<file path="src/rtl/adxl362_pkg.sv">
// Shared types and constants for the ADXL362 register-file arbiter.
package adxl362_pkg;

  localparam int ADDR_W_DEF = 6;
  localparam int DATA_W_DEF = 8;

  localparam logic GNT_SPI = 1'b0;
  localparam logic GNT_SMP = 1'b1;

  typedef enum logic [1:0] {
    IDLE    = 2'd0,
    ACCESS  = 2'd1,
    CAPTURE = 2'd2,
    ACK     = 2'd3
  } arb_state_e;

endpackage

</file>
<file path="src/rtl/adxl362_arb_pick.sv">
// Combinational winner selection: SPI has priority unless the sample engine has waited MAX_WAIT grants.
module adxl362_arb_pick
  import adxl362_pkg::*;
#(
  parameter int MAX_WAIT = 4
) (
  input  logic       spi_req_i,
  input  logic       smp_req_i,
  input  logic [3:0] wait_cnt_i,
  output logic       winner_o,
  output logic       valid_o
);

  assign valid_o = spi_req_i | smp_req_i;

  always_comb begin
    winner_o = GNT_SPI;
    if (smp_req_i && (!spi_req_i || (wait_cnt_i == 4'(MAX_WAIT))))
      winner_o = GNT_SMP;
  end

endmodule

</file>
<file path="src/rtl/adxl362_reg_arbiter.sv">
// Single-port register-file arbiter between the SPI decoder and the sample engine.
// One transaction at a time through IDLE -> ACCESS -> CAPTURE -> ACK.
module adxl362_reg_arbiter
  import adxl362_pkg::*;
#(
  parameter int ADDR_W   = ADDR_W_DEF,
  parameter int DATA_W   = DATA_W_DEF,
  parameter int MAX_WAIT = 4
) (
  input  logic              clk_16mhz,
  input  logic              reset,
  input  logic              spi_req,
  input  logic              spi_we,
  input  logic [ADDR_W-1:0] spi_addr,
  input  logic [DATA_W-1:0] spi_wdata,
  output logic              spi_ack,
  output logic [DATA_W-1:0] spi_rdata,
  input  logic              smp_req,
  input  logic              smp_we,
  input  logic [ADDR_W-1:0] smp_addr,
  input  logic [DATA_W-1:0] smp_wdata,
  output logic              smp_ack,
  output logic [DATA_W-1:0] smp_rdata,
  output logic              rf_en,
  output logic              rf_we,
  output logic [ADDR_W-1:0] rf_addr,
  output logic [DATA_W-1:0] rf_wdata,
  input  logic [DATA_W-1:0] rf_rdata,
  output logic              busy,
  output logic              grant_id
);

  arb_state_e        state_q;
  logic              rf_en_q, rf_we_q;
  logic [ADDR_W-1:0] rf_addr_q;
  logic [DATA_W-1:0] rf_wdata_q;
  logic              spi_ack_q, smp_ack_q;
  logic [DATA_W-1:0] spi_rdata_q, smp_rdata_q;
  logic              grant_q;
  logic [3:0]        wait_q, wait_d;
  logic              win, win_vld;

  adxl362_arb_pick #(.MAX_WAIT(MAX_WAIT)) u_pick (
    .spi_req_i (spi_req),
    .smp_req_i (smp_req),
    .wait_cnt_i(wait_q),
    .winner_o  (win),
    .valid_o   (win_vld)
  );

  // Age counter: only SPI grants taken while SMP is waiting count against it.
  always_comb begin
    wait_d = wait_q;
    if (win == GNT_SMP)
      wait_d = '0;
    else if (smp_req && (wait_q != 4'(MAX_WAIT)))
      wait_d = wait_q + 4'd1;
  end

  always_ff @(posedge clk_16mhz) begin
    if (reset) begin
      state_q     <= IDLE;
      rf_en_q     <= 1'b0;
      rf_we_q     <= 1'b0;
      rf_addr_q   <= '0;
      rf_wdata_q  <= '0;
      spi_ack_q   <= 1'b0;
      smp_ack_q   <= 1'b0;
      spi_rdata_q <= '0;
      smp_rdata_q <= '0;
      grant_q     <= GNT_SPI;
      wait_q      <= '0;
    end else begin
      case (state_q)
        IDLE: begin
          if (win_vld) begin
            grant_q    <= win;
            rf_we_q    <= (win == GNT_SMP) ? smp_we    : spi_we;
            rf_addr_q  <= (win == GNT_SMP) ? smp_addr  : spi_addr;
            rf_wdata_q <= (win == GNT_SMP) ? smp_wdata : spi_wdata;
            rf_en_q    <= 1'b1;
            wait_q     <= wait_d;
            state_q    <= ACCESS;
          end
        end
        ACCESS: begin
          rf_en_q <= 1'b0;
          state_q <= CAPTURE;
        end
        CAPTURE: begin
          // Writes return zero so a stale read value never looks fresh.
          if (grant_q == GNT_SPI) begin
            spi_rdata_q <= rf_we_q ? '0 : rf_rdata;
            spi_ack_q   <= 1'b1;
          end else begin
            smp_rdata_q <= rf_we_q ? '0 : rf_rdata;
            smp_ack_q   <= 1'b1;
          end
          state_q <= ACK;
        end
        ACK: begin
          spi_ack_q <= 1'b0;
          smp_ack_q <= 1'b0;
          state_q   <= IDLE;
        end
        default: state_q <= IDLE;
      endcase
    end
  end

  assign rf_en     = rf_en_q;
  assign rf_we     = rf_we_q;
  assign rf_addr   = rf_addr_q;
  assign rf_wdata  = rf_wdata_q;
  assign spi_ack   = spi_ack_q;
  assign smp_ack   = smp_ack_q;
  assign spi_rdata = spi_rdata_q;
  assign smp_rdata = smp_rdata_q;
  assign grant_id  = grant_q;
  assign busy      = (state_q != IDLE);

endmodule

</file>
<file path="config.mk">
export PLATFORM = sky130hd
export DESIGN_NAME = adxl362_reg_arbiter
export DESIGN_NICKNAME = d
export VERILOG_FILES = /design/src/rtl/adxl362_pkg.sv /design/src/rtl/adxl362_arb_pick.sv /design/src/rtl/adxl362_reg_arbiter.sv
export SDC_FILE = /design/constraint.sdc
export NUM_CORES = 1
export LEC_CHECK = 0
export BUFFER_PORTS_ARGS = -buffer_cell sky130_fd_sc_hd__buf_2
export CAP_MARGIN = 20
export CORE_MARGIN = 2
export CORE_UTILIZATION = 30
export CTS_CLUSTER_SIZE = 25
export DETAILED_ROUTE_END_ITERATION = 7
export HOLD_SLACK_MARGIN = 0.02
export SLEW_MARGIN = 5
export SYNTH_ARGS = -nofsm -noshare
export SYNTH_HDL_FRONTEND = slang
export SYNTH_SLANG_ARGS = --single-unit
</file>
<file path="constraint.sdc">
create_clock -name clk_16mhz -period 1.9 [get_ports clk_16mhz]
set_input_delay 0.38 -clock clk_16mhz [delete_from_list [all_inputs] [get_ports clk_16mhz]]
set_output_delay 0.38 -clock clk_16mhz [all_outputs]
set_load 0.05 [all_outputs]
</file>
==> results.json, run 1 <==
{
  "ys.flop_type": "dfxtp_1",
  "status": "completed",
  "clkLatencyLatePin_ns": 0.28,
  "drt_drc_violations_left": 0,
  "n_fill_cell": 626,
  "period_minus_slack_ns": 1.75,
  "seq_area_frac_synth_pct": 44.1,
  "use_met3_pct": 4.24,
  "slew_headroom_pct": 61.6,
  "cp-start-kind": "register",
  "cap_violations": 0,
  "slew_viol_final": 0,
  "synth_area_mm2": 0.00186,
  "hold_viol": 0,
  "io_pins": 78,
  "ys_warn_count": 0,
  "dieArea_mm2": 0.00684,
  "cpPeakStageDelay_ns": 0.37,
  "vias_per_cell": 4.73,
  "routedWlPerCell_um": 12.0,
  "setup_viol": 0,
  "antennaDiodeCount": 0,
  "htreeDepth": 2,
  "p_per_area_mw_per_mm2": 1470,
  "grt_max_degree": 33,
  "cts.sinks": 41,
  "synth_cell_type_count": 31,
  "postRouteAntennaNets": 0,
  "fin_crit_sh_pct": 91.9,
  "initial_utilization_pct": 31.2,
  "final-seq-area_um2": 821,
  "critPathKind": "reg2out",
  "overflow": 0,
  "core_area_mm2": 0.00596,
  "worstMarginPinSlew_ns": 0.575,
  "netlist_instances": 222,
  "busiest_layer": "met2",
  "syn2layout_area_growth_pct": 29.4,
  "r2r_cells": 6,
  "critPathArrivalTime_ns": 1.37,
  "cts_resized": 0,
  "cts.path.max_buffers": 2,
  "grt_use_total_pct": 13.5,
  "required_ns": 1.52,
  "tritoncts": "built",
  "fmax_ghz": 0.572,
  "die_x_um": 82.7,
  "min_path_cells": 3,
  "cts_setup_buffers": 0,
  "place_hpwl_um": 3210,
  "synthArstFlopShare_pct": 0,
  "routed_wl_um": 4430,
  "path_cells": "inv_1 -> ha_1 -> inv_1 -> buf_2",
  "timing.final.ws_setup_ns": 0.153,
  "fin_worst_skew_ns": 0.00462,
  "crit_top_cell": "inv_1",
  "hold_class": "in2reg",
  "numCtsBuffers": 5,
  "cp_slowest_cell": "dfxtp_1",
  "drive_gt1_share_pct": 31.6,
  "final_cell_mix": "buf_2, dfxtp_1, nand2_1",
  "grt_setup_unrepaired": "false",
  "yosys_register_bits": 41,
  "grt_pass1_wl_um": 7290,
  "final_common_cell": "buf_2",
  "leakage_uw": 0.00109,
  "synth_enable_flop_cells": 0,
  "path_clk_slew_ns": 0.08,
  "path_max_fanout": 4,
  "fp.dieH_um": 82.7,
  "syn_nets": 271,
  "final_area_mm2": 0.00241,
  "port_buffers": 77,
  "pre_cts_ws_ns": 0.279,
  "place_area_mm2": 0.00229,
  "drt_pass1_iterations": 4,
  "use_met2_pct": 22.7,
  "finalSetupTns_ns": 0,
  "gp_congestion": 0.737,
  "worst_setup_path_end_kind": "output port",
  "rows": 28,
  "ir_worst_vdd_uv": 690,
  "vias": 1744,
  "antenna_found_initial": 0,
  "synth.avg_cell_area_um2": 8.38,
  "cts-root-buf": "clkbuf_8",
  "multi_input_area_um2": 916,
  "grt_util_met1_pct": 16.6,
  "fin_nets": 342,
  "grt_pass1_vias": 1655,
  "cts_hold_buf": 0,
  "drt-initial-drc-count": 43
}
## critical path: cells and delay by family, from the launching register on
| kind | cells | cell delay, ns |
|---|---|---|
| DFF | 1 | 0.37 |
| adders and majority gates | 1 | 0.25 |
| buffers and inverters | 3 | 0.45 |
## routing by layer
metal,wire [um],up-vias
met1,2160,784
met3,342,2
met5,0,-
li1,-,902
met2,1910,56
met4,13,0
## state kept, by name (all words and copies together), names as in the netlist
signal / cells
rf_wdata: 8
smp_rdata: 8
rf_addr: 6
spi_ack: 1
wait_q: 4
grant_id: 1
rf_we: 1
state_q: 2
smp_ack: 1
spi_rdata: 8
rf_en: 1
## power breakdown
group | leakage, uW | internal [uW] | total (uW) | switching, uW
clock network | 0.0000585 | 428 | 721 | 292
logic | 0.000694 | 458 | 1640 | 1180
registers | 0.000336 | 1060 | 1170 | 112
total | 0.00109 | 1940 | 3530 | 1580
## final timing paths
path,from,slack [ns],endpoint
max reg2reg,state_q[0],0.24,state_q[0]
min,spi_addr[5],0.35,rf_addr[5]
max,state_q[0],0.15,busy
min reg2reg,smp_ack,0.47,smp_ack
## synthesized netlist by cell type, types with 2 or more instances
master	instances	share of area, %
a311oi_1	15	7.1
buf_6	2	1.2
or3_2	2	0.81
ha_1	7	4.7
inv_1	7	1.4
nor2_1	35	7.1
buf_2	8	2.2
nand2_1	40	8.1
clkbuf_1	4	0.81
nor3_1	2	0.54
a21oi_1	23	6.2
nor3b_1	18	7.3
dfxtp_1	41	44
## cell type report
cell class / count / area share, %
Multi-Input combinational cell: 158 / 38.1
Sequential cell: 41 / 34.1
Timing Repair Buffer: 80 / 18.0
Tap cell: 75 / 3.90
Clock buffer: 7 / 3.59
Clock inverter: 1 / 1.25
Inverter: 7 / 1.09
## through the flow
stage	std cells	util (%)	total power, uW	hold slack [ns]
5_1_grt	369	40.4	3780	0.341
3_5_place_dp	361	38.4	2840	0.464
2_1_floorplan	222	-	2450	0.446
6_report	369	40.4	3530	0.345
3_3_place_gp	361	38.4	2820	0.447
4_1_cts	369	40.4	3570	0.336
## kinds of logic (layout without fill, tap and decap cells)
kind of cell | Yosys count | after routing | synth area share (%)
multiplexers | 1 | 1 | 0.538
AND/OR/NAND/NOR | 105 | 105 | 27.4
AO/OA/AOI/OAI | 45 | 45 | 16.6
buffers and inverters | 23 | 95 | 6.60
adder cells (fa/ha/maj) | 7 | 7 | 4.71
flip-flops | 41 | 41 | 44.1
(Power assumes the default switching activity.)
==> run 2, diff against run 1 <==
--- a/config.mk
+++ b/config.mk
@@ -7,11 +7,14 @@
 export LEC_CHECK = 0
 export BUFFER_PORTS_ARGS = -buffer_cell sky130_fd_sc_hd__buf_2
 export CAP_MARGIN = 20
+export CELL_PAD_IN_SITES_DETAIL_PLACEMENT = 1
+export CELL_PAD_IN_SITES_GLOBAL_PLACEMENT = 1
 export CORE_MARGIN = 2
 export CORE_UTILIZATION = 30
 export CTS_CLUSTER_SIZE = 25
 export DETAILED_ROUTE_END_ITERATION = 7
 export HOLD_SLACK_MARGIN = 0.02
+export PLACE_DENSITY_LB_ADDON = 0.1
 export SLEW_MARGIN = 5
 export SYNTH_ARGS = -nofsm -noshare
 export SYNTH_HDL_FRONTEND = slang
==> run 2 against run 1 <==
Against the previous run: total power is 0.50% lower; clock-buffer cell count is 2 lower; sequential cell count unchanged; critical path type unchanged; largest power group unchanged.
==> results.json, run 2 (synthesized netlist as in run 1, its figures left out) <==
{
  "die_x_um": 82.7,
  "port_buffers": 77,
  "final_area_mm2": 0.00241,
  "vias_per_cell": 4.79,
  "grt_use_total_pct": 15.3,
  "cts_resized": 0,
  "grt_max_degree": 33,
  "required_ns": 1.52,
  "path_max_fanout": 4,
  "cap_violations": 0,
  "cp_slowest_cell": "dfxtp_1",
  "fin_nets": 344,
  "p_per_area_mw_per_mm2": 1460,
  "ir_worst_vdd_uv": 480,
  "cpPeakStageDelay_ns": 0.39,
  "hold_class": "in2reg",
  "io_pins": 78,
  "grt_setup_unrepaired": "false",
  "cp-start-kind": "register",
  "critPathArrivalTime_ns": 1.41,
  "multi_input_area_um2": 916,
  "antenna_found_initial": 0,
  "path_cells": "inv_1 -> ha_1 -> inv_1 -> buf_2",
  "setup_viol": 0,
  "slew_viol_final": 0,
  "grt_pass1_wl_um": 8050,
  "drt_drc_violations_left": 0,
  "grt_pass1_vias": 1760,
  "routed_wl_um": 4900,
  "cts.sinks": 41,
  "tritoncts": "built",
  "place_area_mm2": 0.00230,
  "drt-initial-drc-count": 64,
  "status": "completed",
  "fin_crit_sh_pct": 94.1,
  "drive_gt1_share_pct": 32.2,
  "vias": 1773,
  "fp.dieH_um": 82.7,
  "htreeDepth": 2,
  "crit_top_cell": "inv_1",
  "postRouteAntennaNets": 0,
  "initial_utilization_pct": 31.2,
  "final_cell_mix": "buf_2, dfxtp_1, nand2_1",
  "core_area_mm2": 0.00596,
  "syn2layout_area_growth_pct": 29.5,
  "period_minus_slack_ns": 1.79,
  "overflow": 0,
  "drt_pass1_iterations": 4,
  "worst_setup_path_end_kind": "output port",
  "n_fill_cell": 767,
  "antennaDiodeCount": 0,
  "worstMarginPinSlew_ns": 0.645,
  "gp_congestion": 0.701,
  "numCtsBuffers": 5,
  "rows": 28,
  "cts.path.max_buffers": 2,
  "critPathKind": "reg2out",
  "clkLatencyLatePin_ns": 0.29,
  "cts_hold_buf": 0,
  "critical_path_buf_inv_count": 3,
  "slew_headroom_pct": 57.0,
  "leakage_uw": 0.00109,
  "final-seq-area_um2": 821,
  "final_common_cell": "buf_2",
  "final_util_pct": 40.4,
  "fmax_ghz": 0.559,
  "fin_worst_skew_ns": 0.00886,
  "crit_family": "buffers and inverters",
  "routedWlPerCell_um": 13.2,
  "cts_setup_buffers": 0,
  "path_clk_slew_ns": 0.08,
  "dieArea_mm2": 0.00684,
  "place_hpwl_um": 3510,
  "cts-root-buf": "clkbuf_8",
  "hold_viol": 0,
  "finalSetupTns_ns": 0
}
-- run 2: cell count changes in the layout (fill, tap and decap cells not counted) --
cell      before  now
clkbuf_1       1    0
buf_4          1    3
clkbuf_8       6    5
clkinv_2       0    1
-- run 2: final timing paths --
check              start  cells after the start  slack [ns]      endpoint
min          spi_addr[4]                      3        0.35    rf_addr[4]
max           state_q[0]                      4        0.11          busy
max reg2reg   state_q[0]                      6        0.22  spi_rdata[1]
min reg2reg      smp_ack                      2        0.47       smp_ack
-- run 2: tightest hold or removal path, stage by stage --
cell and delay, ns:
buf_2 0.10, nand2_1 0.04, a311oi_1 0.07
-- run 2: cell type report --
class | instances | area share, %
tap | 75 | 3.90
inverter | 7 | 1.09
sequential | 41 | 34.1
timing repair buffer | 82 | 18.6
multi-input combinational | 158 | 38.0
clock inverter | 2 | 1.45
clock buffer | 5 | 2.86
-- run 2: power by group --
part | switching, uW | total, uW | internal (uW)
clock network | 300 | 683 | 382
registers | 114 | 1170 | 1060
logic | 1190 | 1660 | 464
-- run 2: routing by layer --
layer | vias up | track usage [%] | part of all wire [%]
li1 | 899 | - | -
met1 | 811 | 18.2 | 42
met2 | 59 | 26.1 | 47
met3 | 4 | 4.67 | 9.4
met4 | 0 | 5.41 | 1.2
met5 | - | 0 | 0
-- run 2: per-stage QoR --
stage	power [uW]	cells	hold WS, ns	worst slack [ns]
floorplan	2450	222	0.446	0.307
global placement	2850	363	0.453	0.249
detailed placement	2870	363	0.465	0.205
CTS	3570	370	0.340	0.0813
global route	3780	370	0.351	0.00735
finish	3510	370	0.349	0.112
==> run 3, diff against run 2 <==
--- a/config.mk
+++ b/config.mk
@@ -5,6 +5,8 @@
 export SDC_FILE = /design/constraint.sdc
 export NUM_CORES = 1
 export LEC_CHECK = 0
+export ABC_AREA = 1
+export ABC_CLOCK_PERIOD_IN_PS = 1900
 export BUFFER_PORTS_ARGS = -buffer_cell sky130_fd_sc_hd__buf_2
 export CAP_MARGIN = 20
 export CELL_PAD_IN_SITES_DETAIL_PLACEMENT = 1
==> run 3 against run 2 <==
Against the previous run: maximum frequency up 0.51%; synthesized area increased by 4.4%; combinational power grew 7%; critical path depth is the same; synthesized cell count is 24% higher; global-route usage up 0.39 points; sequential power is essentially flat; clock-buffer cell count did not move; design area grew 4.3%; largest power group unchanged.
==> results.json, run 3 <==
{
  "fmax_ghz": 0.562,
  "cts-root-buf": "clkbuf_8",
  "initial_utilization_pct": 30.8,
  "htreeDepth": 2,
  "crit_family": "buffers and inverters",
  "cp_slowest_cell": "dfxtp_1",
  "p_per_area_mw_per_mm2": 1520,
  "reg2reg_setup_slack_ns": 0.41,
  "fin_crit_sh_pct": 93.7,
  "synth_enable_flop_cells": 0,
  "status": "completed",
  "netlist_instances": 275,
  "port_buffers": 77,
  "worstMarginPinSlew_ns": 0.449,
  "synth_common_cells": "nand2_1, nor2_1, dfxtp_1",
  "grt_max_degree": 32,
  "timing.rr.end": "rf_we",
  "stdcell_count": 429,
  "postRouteAntennaNets": 0,
  "io_pins": 78,
  "slew_headroom_pct": 70.0,
  "critPathKind": "reg2out",
  "synth_area_mm2": 0.00194,
  "worst_setup_path_end_kind": "output port",
  "core_area_mm2": 0.00631,
  "placed_cells": 421,
  "cpPeakStageDelay_ns": 0.40,
  "leakage_uw": 0.00136,
  "yosysTopAreaCellShare_pct": 42.3,
  "fp.dieH_um": 84.5,
  "synth_cell_type_count": 22,
  "synthArstFlopShare_pct": 0,
  "ir_worst_vdd_uv": 543,
  "synth_area_leaders": "dfxtp_1, nand2_1, nor2_1, nand3_1, inv_1",
  "cap_violations": 0,
  "tritoncts": "built",
  "antennaDiodeCount": 0,
  "cp-start-kind": "register",
  "synth.avg_cell_area_um2": 7.06,
  "seq_area_frac_synth_pct": 42.3,
  "drt_drc_violations_left": 0,
  "critical_path_buf_inv_count": 3,
  "grt_pass1_vias": 1988,
  "hold_class": "in2reg",
  "critPathArrivalTime_ns": 1.40,
  "drt_pass1_iterations": 4,
  "period_minus_slack_ns": 1.78,
  "overflow": 0,
  "hold_viol": 0,
  "grt_pass1_wl_um": 9130,
  "syn2layout_area_growth_pct": 29.3,
  "setup_viol": 0,
  "crit_start": "state_q[0]",
  "clkLatencyLatePin_ns": 0.30,
  "cts.path.max_buffers": 2,
  "ys_warn_count": 0,
  "die_x_um": 84.5,
  "required_ns": 1.52,
  "dieArea_mm2": 0.00713,
  "place_hpwl_um": 4070,
  "r2r-start": "state_q[0]",
  "vias": 1945,
  "cts.sinks": 41,
  "whs_ns": 0.363,
  "path_max_fanout": 4,
  "drt-initial-drc-count": 50,
  "grt_setup_unrepaired": "false",
  "yosys_register_bits": 41,
  "cp-endpoint": "busy",
  "final_cell_mix": "buf_2, nand2_1, nor2_1",
  "fin_nets": 400,
  "ys.flop_type": "dfxtp_1",
  "vias_per_cell": 4.53,
  "syn_nets": 324,
  "gp_congestion": 0.739,
  "fin_worst_skew_ns": 0.0116,
  "routedWlPerCell_um": 12.8,
  "grt_use_total_pct": 15.7,
  "rows": 29,
  "antenna_found_initial": 0,
  "routed_wl_um": 5500,
  "path_cells": "inv_1 -> ha_1 -> inv_2 -> clkbuf_4",
  "path_clk_slew_ns": 0.09,
  "r2r_cells": 9,
  "final_common_cell": "buf_2",
  "slew_viol_final": 0,
  "worst-path-stages": 4,
  "numCtsBuffers": 5,
  "yosys.area.top_type": "dfxtp_1",
  "drive_gt1_share_pct": 28.1,
  "finalSetupTns_ns": 0,
  "cts_hold_buf": 0,
  "post-synth-top-count-cell": "nand2_1"
}
[run 3: changes by cell type after synthesis, sizes merged, moves of 14 or more]
cell,before,now
inv,7,35
nand3,1,35
o21ai,1,15
nor3b,18,0
nand2,40,56
a311oi,15,0
nor2,35,51
[run 3: metal layers]
metal  GRT usage, %  up-vias  share of wire [%]
met5              0        -                  0
met4           3.90        0               0.53
met3           4.92        2                7.3
met2           27.3       59                 47
met1           18.9      880                 45
li1               -     1004                  -
[run 3: cell families (layout without fill, tap and decap cells)]
| group | after synthesis | count (layout) | synth area share, % |
|---|---|---|---|
| xor gates and xnor gates | 1 | 1 | 0.451 |
| buffers and inverters | 48 | 125 | 12.0 |
| DFF | 41 | 41 | 42.3 |
| AOI/OAI and AO/OA | 35 | 35 | 9.02 |
| and+or+nand+nor | 143 | 143 | 31.7 |
| adders and majority gates | 7 | 7 | 4.51 |
[run 3: worst reg2reg max path, delay by kind of cell (launching register included)]
| family | cells | cell delay [ns] |
|---|---|---|
| buffers and inverters | 5 | 0.50 |
| adders and majority gates | 1 | 0.26 |
| AOI/OAI and AO/OA | 1 | 0.13 |
| and+or+nand+nor | 2 | 0.18 |
| DFF | 1 | 0.35 |
[run 3: report_power, final]
part / switching, uW / leakage, uW / internal [uW]
Combinational: 1300 / 0.000958 / 467
Sequential: 122 / 0.000336 / 1070
Clock: 331 / 0.0000687 / 529
Total: 1750 / 0.00136 / 2070
[run 3: repair_timing]
| action | 4_1_cts | 5_1_grt |
|---|---|---|
| endpoints found under the setup margin | 0 | 1 |
| resized for setup | 0 | 1 |
| buffers inserted | 0 | 0 |
| hold endpoints to repair | 0 | 0 |
[run 3: layout make-up]
class                      count  area [um2]
clock buffer                   5        68.8
tap                           77        96.3
timing repair buffer          82         438
multi-input combinational    186         887
inverter                      35         131
fill                         826        3800
sequential                    41         821
clock inverter                 3        68.8
[run 3: worst min path at each step]
stage / cells past startpoint / startpoint / to / slack (ns)
2_1_floorplan: 2 / state_q[0] / state_q[0] / 0.47
6_report: 3 / rf_rdata[7] / spi_rdata[7] / 0.36
5_1_grt: 3 / rf_rdata[7] / spi_rdata[7] / 0.38
3_5_place_dp: 2 / smp_rdata[1] / smp_rdata[1] / 0.46
3_3_place_gp: 2 / smp_rdata[1] / smp_rdata[1] / 0.45
4_1_cts: 3 / rf_rdata[7] / spi_rdata[7] / 0.36
[run 3: through the flow]
step | area [um2] | worst slack (ns) | power (uW) | utilization (%)
floorplan | 1940 | 0.449 | 2590 | -
global route | 2510 | 0.00177 | 4080 | 39.8
detailed placement | 2370 | 0.401 | 3000 | 37.6
finish | 2510 | 0.121 | 3820 | 39.8
CTS | 2510 | 0.0578 | 3880 | 39.7
global placement | 2370 | 0.410 | 2980 | 37.6
